### src/rtl/genetico_loader.sv
// Serial chromosome loader and truth-table sweeper for one genetico instance.
// Define GENETICO_LOADER_ABORT_EN to add the abort input.
module genetico_loader #(
  parameter int SETTLE_CYCLES = 2
) (
  input  logic            clk,
  input  logic            reset,
`ifdef GENETICO_LOADER_ABORT_EN
  input  logic            abort,
`endif
  input  logic            bit_in,
  input  logic            bit_valid,
  output logic            bit_ready,
  output logic [3:0][8:0] conf_les,
  output logic [1:0][2:0] conf_outs,
  output logic [1:0]      chrom_in,
  input  logic [1:0]      chrom_out,
  output logic [7:0]      result,
  output logic            res_valid,
  input  logic            res_ready
);

  localparam int CHROM_BITS = 42;
  localparam int SW = (SETTLE_CYCLES > 1) ? $clog2(SETTLE_CYCLES) : 1;
  localparam logic [SW-1:0] SLAST = SW'(SETTLE_CYCLES - 1);

  typedef enum logic [1:0] {
    LOAD,
    EVAL,
    RESULT
  } state_e;

  state_e                  state_q;
  logic [5:0]              cnt_q;
  logic [SW-1:0]           settle_q;
  logic [1:0]              vec_q;
  logic [CHROM_BITS-1:0]   shadow_q;
  logic [CHROM_BITS-1:0]   shadow_d;
  logic [3:0][8:0]         les_q;
  logic [1:0][2:0]         outs_q;
  logic [7:0]              result_q;
  logic                    ready_q;
  logic                    valid_q;
  logic                    abort_w;

`ifdef GENETICO_LOADER_ABORT_EN
  assign abort_w = abort;
`else
  assign abort_w = 1'b0;
`endif

  // First bit received ends up in the MSB after 42 shifts
  assign shadow_d = {shadow_q[CHROM_BITS-2:0], bit_in};

  always_ff @(posedge clk) begin
    if (reset) begin
      state_q  <= LOAD;
      cnt_q    <= '0;
      settle_q <= '0;
      vec_q    <= '0;
      shadow_q <= '0;
      les_q    <= '0;
      outs_q   <= '0;
      result_q <= '0;
      ready_q  <= 1'b1;
      valid_q  <= 1'b0;
    end else if (abort_w) begin
      state_q  <= LOAD;
      cnt_q    <= '0;
      settle_q <= '0;
      vec_q    <= '0;
      shadow_q <= '0;
      result_q <= '0;
      ready_q  <= 1'b1;
      valid_q  <= 1'b0;
    end else begin
      unique case (state_q)
        LOAD: begin
          if (bit_valid && ready_q) begin
            shadow_q <= shadow_d;
            if (cnt_q == 6'(CHROM_BITS - 1)) begin
              les_q    <= shadow_d[CHROM_BITS-1:6];
              outs_q   <= shadow_d[5:0];
              cnt_q    <= '0;
              vec_q    <= '0;
              settle_q <= '0;
              result_q <= '0;
              ready_q  <= 1'b0;
              state_q  <= EVAL;
            end else begin
              cnt_q <= cnt_q + 6'd1;
            end
          end
        end
        EVAL: begin
          if (settle_q == SLAST) begin
            result_q[{vec_q, 1'b0} +: 2] <= chrom_out;
            settle_q <= '0;
            if (vec_q == 2'd3) begin
              valid_q <= 1'b1;
              state_q <= RESULT;
            end else begin
              vec_q <= vec_q + 2'd1;
            end
          end else begin
            settle_q <= settle_q + SW'(1);
          end
        end
        RESULT: begin
          if (res_ready) begin
            valid_q <= 1'b0;
            ready_q <= 1'b1;
            state_q <= LOAD;
          end
        end
        default: state_q <= LOAD;
      endcase
    end
  end

  assign bit_ready = ready_q;
  assign res_valid = valid_q;
  assign result    = result_q;
  assign conf_les  = les_q;
  assign conf_outs = outs_q;
  assign chrom_in  = vec_q;

endmodule

### config.mk
export PLATFORM = sky130hd
export DESIGN_NAME = genetico_loader
export DESIGN_NICKNAME = d
export VERILOG_FILES = /design/src/rtl/genetico_loader.sv
export SDC_FILE = /design/constraint.sdc
export NUM_CORES = 1
export LEC_CHECK = 0
export CORE_MARGIN = 2
export CORE_UTILIZATION = 30
export DETAILED_ROUTE_END_ITERATION = 8
export PLACE_DENSITY = 0.51
export SLEW_MARGIN = 20
export SYNTH_ARGS = -nofsm -noshare
export SYNTH_HDL_FRONTEND = slang
export SYNTH_SLANG_ARGS = --single-unit
### constraint.sdc
create_clock -name clk -period 1.4 [get_ports clk]
set_input_delay 0.28 -clock clk [delete_from_list [all_inputs] [get_ports clk]]
set_output_delay 0.28 -clock clk [all_outputs]
set_load 0.03 [all_outputs]
### Word-level counts from Yosys, hierarchy flattened

Cells that the tools add are included.

* reductions and logical operators: 13
* shift-type cells: 2
* add/sub/neg operators: 4
* equality and inequality tests: 10
* multipliers: 0
* bitwise gates (word level): 0
* mux-type cells: 27
* div/mod/pow operators: 0
* $lt $le $gt $ge: 0

Operator list (count)
* 8-bit 2-to-1 mux: 3
* 2-bit 2-to-1 mux: 9
* 8-bit one-hot mux with 2 select lines: 1
* 2-bit != test (second input constant): 6
* 4-bit AND reduction: 3
* 5-bit AND reduction: 2
* 8-bit bitwise mux: 1
* 2-bit by 5-bit variable shift with 8-bit output (first input constant): 1
* 2-bit by 5-bit indexed part select with 8-bit output: 1
* 1-bit 2-to-1 mux: 7
* 6-bit by 1-bit adder with 6-bit output (second input constant): 1
* 6-bit == test (second input constant): 1
* 6-bit 2-to-1 mux: 1
* 1-bit one-hot mux with 2 select lines: 3
* 2-bit one-hot mux with 3 select lines: 1
* 3-bit AND reduction: 2
* 2-bit nonzero test: 3
* 3-bit negator with 5-bit output: 1
* 2-bit == test (second input constant): 2
* 2-bit one-hot mux with 2 select lines: 1
* 2-bit by 1-bit adder with 2-bit output (second input constant): 1
* 2-bit by 1-bit == test with 1-bit output (second input constant): 1
* 2-bit logical NOT: 1
* 2-bit AND reduction: 1
* 2 further kinds: 2

* bits in read-only memories: 0
* bits in registers: 104
* RAM bits: 0
* memories kept: 0
* latch bits: 0
* word-level logic and storage cells: 70

### Logic depth before layout (Yosys ltp)

* depth after elaboration: 5
* depth in mapped cells: 8

### Least setup slack after synthesis

No wires, ideal clock.

* path type: reg2reg
* from: reg vec_q[0] (netlist: chrom_in[0])
* to: reg result_q[0] (netlist: result[0])
* required time: 1339 ps
* cell stages (with the launch flop): 6
* path buffers: 0
* path slack: -368 ps
* arrival: 1707 ps
* period minus slack after synthesis: 1768 ps
* cell sequence: dfxtp_1 inv_1 ha_1 nand2b_1 nor4_1 a32o_1

* cells in the longest elaborated chain, start to end: 5
* elaborated cells on any way between the ends: 6

RTL lines
* from (decl): RTL line 36 `logic [1:0] vec_q;`
* from (signal assigned): RTL line 103 `vec_q <= vec_q + 2'd1;`
* 3-bit negator with 5-bit output (*): RTL line 97 `result_q[{vec_q, 1'b0} +: 2] <= chrom_out;`
* 2-bit by 5-bit indexed part select with 8-bit output or 2-bit by 5-bit variable shift with 8-bit output (tied branches): RTL line 97
* 8-bit bitwise mux (*): RTL line 97
* 8-bit 2-to-1 mux (*): RTL line 96 `if (settle_q == SLAST) begin`
* 8-bit one-hot mux with 2 select lines (*): RTL line 77 `unique case (state_q)`
* to (signal, indexed assignment): RTL line 97
* to (decl): RTL line 41 `logic [7:0] result_q;`

Mark *: on every way between the ends. The rest lies on a longest branch, timed or not. The select of a mux whose other input is x is not followed.
A chain may end at the register's enable or synchronous reset.

### Worst setup path in the final report

* from: reg state_q[0]
* to: reg result_q[4] (netlist: result[4])

* cells in the longest elaborated chain, start to end: 3
* elaborated cells on any way between the ends: 8

RTL lines
* from (decl): RTL line 33 `state_e state_q;`
* from (signal assigned): RTL line 57 `state_q <= LOAD;`
* from (signal assigned): RTL line 68 `state_q <= LOAD;`
* from (signal assigned): RTL line 89 `state_q <= EVAL;`
* 2-bit by 1-bit == test with 1-bit output or 2-bit logical NOT (tied branches): RTL line 77
* 2-bit != test (no line) or 2-bit nonzero test (tied branches)
* 4-bit AND reduction (no line)

Several ways; a longest one is shown, not always the timed one.

==> reports/results.txt <==
Max Buffers Root-to-Sink: 2
Internal power: 4.27 mW
Worst Setup Path Type: reg -> reg
Drt first pass iters: 4
Logic pwr share: 4.2%
Hold path cells: 2
Post-Layout Cell Count: 747
Worst setup SP type: flip-flop
Ports: 61
# rows: 42
DR vias/cell: 4.73
Max Clock Freq: 726 MHz
Setup slack, reg-to-reg: 20 ps
Sw Share: 23.2%
Pwr/cell area: 1020 nW/µm²
Placed insts: 723
Detailed Place HPWL: 5960 µm
Max_slew headroom: 73.0%
Worst hold slack: 202 ps
Avg Cell Area, Syn: 8.12 µm²
Tot GR Track Use: 13.0%
Worst-Skew Late Latency: 340 ps
GRT Residual Overflow: 0
Routed length per instance: 12.8 µm
H-Tree Depth: 3
Post-synth ARST share: 0%
Gp weighted congestion: 0.824
Req. time, crit path: 1630 ps
Critical hold path startpoint: reset
N_diodes: 0
Die ar.: 14,300 µm²
Port Buf Inserts: 60
Via count: 3,530
Nets@finish: 581
Cell Area, Synth: 3990 µm²
Reg-to-Reg Start: state_q[0]
Clock Sinks: 104
DRC: 0
RR Endpoint: result[4]
VDD IR max: 0.000538 V
Hold crit path type: in -> reg
Antenna violations before repair: 0
YS warnings: 0
Crit end category: flip-flop
Share of the clock period used by the worst path: 98.4%
Psw: 1.29 mW
Post-synthesis sequential area ratio: 52.1%
Initial Util: 30.4%
Post-synth EDFFs: 0
Register-to-Register Path Depth: 5
Die X: 119 µm
Final hold violation count: 0
Flop pwr share: 53.3%
LEAKAGE: 1.96 nW
Clock Tree Root: clkbuf_16
Critical Path Start: state_q[0]
Hold Buf Count CTS: 0
Final core occ: 41.5%
CTS tree: yes
Core Area: 13,100 µm²
Least-Margin Pin Slew: 405 ps
Worst clock skew: 7.49 ps
Reg area: 2100 µm²
Synthesized flop and latch total: 104
Multi-input logic area: 1910 µm²
Die extent in y: 119 µm
Net count after synthesis: 507
Hold EP: result[3]
Vias in the first global route: 3,283
Filler cells: 1,351
Ys flop type: dfxtp_1
# setup viols final: 0
Largest net degree at the start of global routing: 86
Status: finished clean
Reg clk slew, reported paths: 70 ps
Critical path fanouts, max: 7
Final WL: 9550 µm
Mapped Cells: 492
Cell variety after synth: 43
CTS Buf Count: 9
Final ANT Viol Nets: 0
Area delta synth->final: 36.5%
Pins Over Slew Limit: 0
# Max-Cap Violations: 0
Final min period: 1380 ps
Share of cells above drive strength 1: 18.7%
Clock Power Share: 42.5%
1st-iter DRT viols: 155
Critical path data arrival time: 1600 ps
First-pass GRT wire length: 15,300 µm
RSZ-0062 raised after global routing: true
-- synthesized netlist by cell type (3+ instances only) --
cell type	number	area share (%)
nor2_1	12	1.1
a21oi_1	92	12
clkbuf_1	12	1.1
nand2b_1	5	0.78
buf_2	16	2.0
inv_1	7	0.66
ha_1	8	2.5
buf_6	4	1.1
nand2_1	179	17
o21ai_0	5	0.63
nor4_1	3	0.47
dfxtp_1	104	52
-- state kept, by name, indices dropped and copies added, names as in the netlist, 2 cells and up --
| register | flops |
|---|---|
| chrom_in | 2 |
| cnt_q | 6 |
| conf_les | 36 |
| conf_outs | 6 |
| result | 8 |
| shadow_q | 41 |
| state_q | 2 |
-- area by class of cell --
type                            instances  area share (%)
Timing Repair Buffer                   97            16.8
Clock inverter                          7            1.01
Inverter                                7           0.574
Sequential cell                       104            38.5
Multi-Input combinational cell        347            34.9
Clock buffer                            9            4.13
Tap cell                              176            4.04
-- layer usage --
layer	wire length, µm	track usage [%]	vias up
li1	-	-	1790
met1	4390	16.1	1674
met2	4740	22.4	60
met3	343	3.21	6
met4	82	3.90	0
met5	0	0	-
-- worst max-delay path, stage by stage, from the launching register on --
cell and delay (ps):
dfxtp_4 370, nand3b_1 190, a21o_4 270, buf_6 140
o211ai_1 200, o41ai_2 90
-- placed cells by master (no fill, tap or decap), types with 3 or more instances in the layout --
| master | n |
|---|---|
| buf_12 | 5 |
| nor2_1 | 12 |
| clkbuf_2 | 6 |
| ha_1 | 6 |
| a21oi_2 | 20 |
| clkdlybuf4s15_1 | 25 |
| inv_1 | 5 |
| dfxtp_4 | 4 |
| clkdlybuf4s50_1 | 4 |
| a21oi_1 | 72 |
| o21ai_1 | 3 |
| buf_4 | 31 |
| dfxtp_1 | 100 |
| nand2_1 | 179 |
| clkbuf_16 | 11 |
| nand2b_1 | 3 |
| dlygate4sd2_1 | 22 |
-- worst max path at each step --
stage | end | slack [ps]
floorplan | bit_ready | 10
detailed placement | result[6] | -420
CTS | result[5] | -2
finish | result[4] | 20
global placement | result[7] | -410
global route | result[4] | -50
-- cell families (layout without fill, tap and decap cells) --
logic type | after synthesis | after routing | share of synthesized area, %
adders and majority gates | 8 | 8 | 2.51
xor gates and xnor gates | 1 | 1 | 0.219
and+or+nand+nor | 218 | 218 | 22.8
DFF | 104 | 104 | 52.1
buffers and inverters | 41 | 120 | 5.20
muxes | 2 | 2 | 0.501
AOI/OAI and AO/OA | 118 | 118 | 16.6
-- per-stage QoR --
step                power, mW  instance area [µm²]  setup WS, ps  TNS (ps)
detailed placement       3.24                 4930          -419    -34770
global route             5.79                 5450         -45.7      -683
global placement         3.24                 4930          -409    -32590
CTS                      5.62                 5180         -1.83     -2.36
finish                   5.55                 5450          23.0         0
floorplan                3.15                 4030          11.3         0
-- repair_timing --
item                       in CTS  in global routing
setup buffers                   0                  6
pin swaps                       0                 11
setup endpoints to repair     102                 81
gates cloned                    0                  2
resized for setup              66                 74
-- power by group through the flow --
stage | logic (mW) | registers, mW | clock network, mW
finish | 0.232 | 2.96 | 2.36
global route | 0.255 | 2.96 | 2.57
CTS | 0.211 | 2.96 | 2.45
detailed placement | 0.208 | 3.03 | 0
floorplan | 0.118 | 3.03 | 0
global placement | 0.206 | 3.03 | 0
No activity file was read; power rests on OpenSTA's default activity.
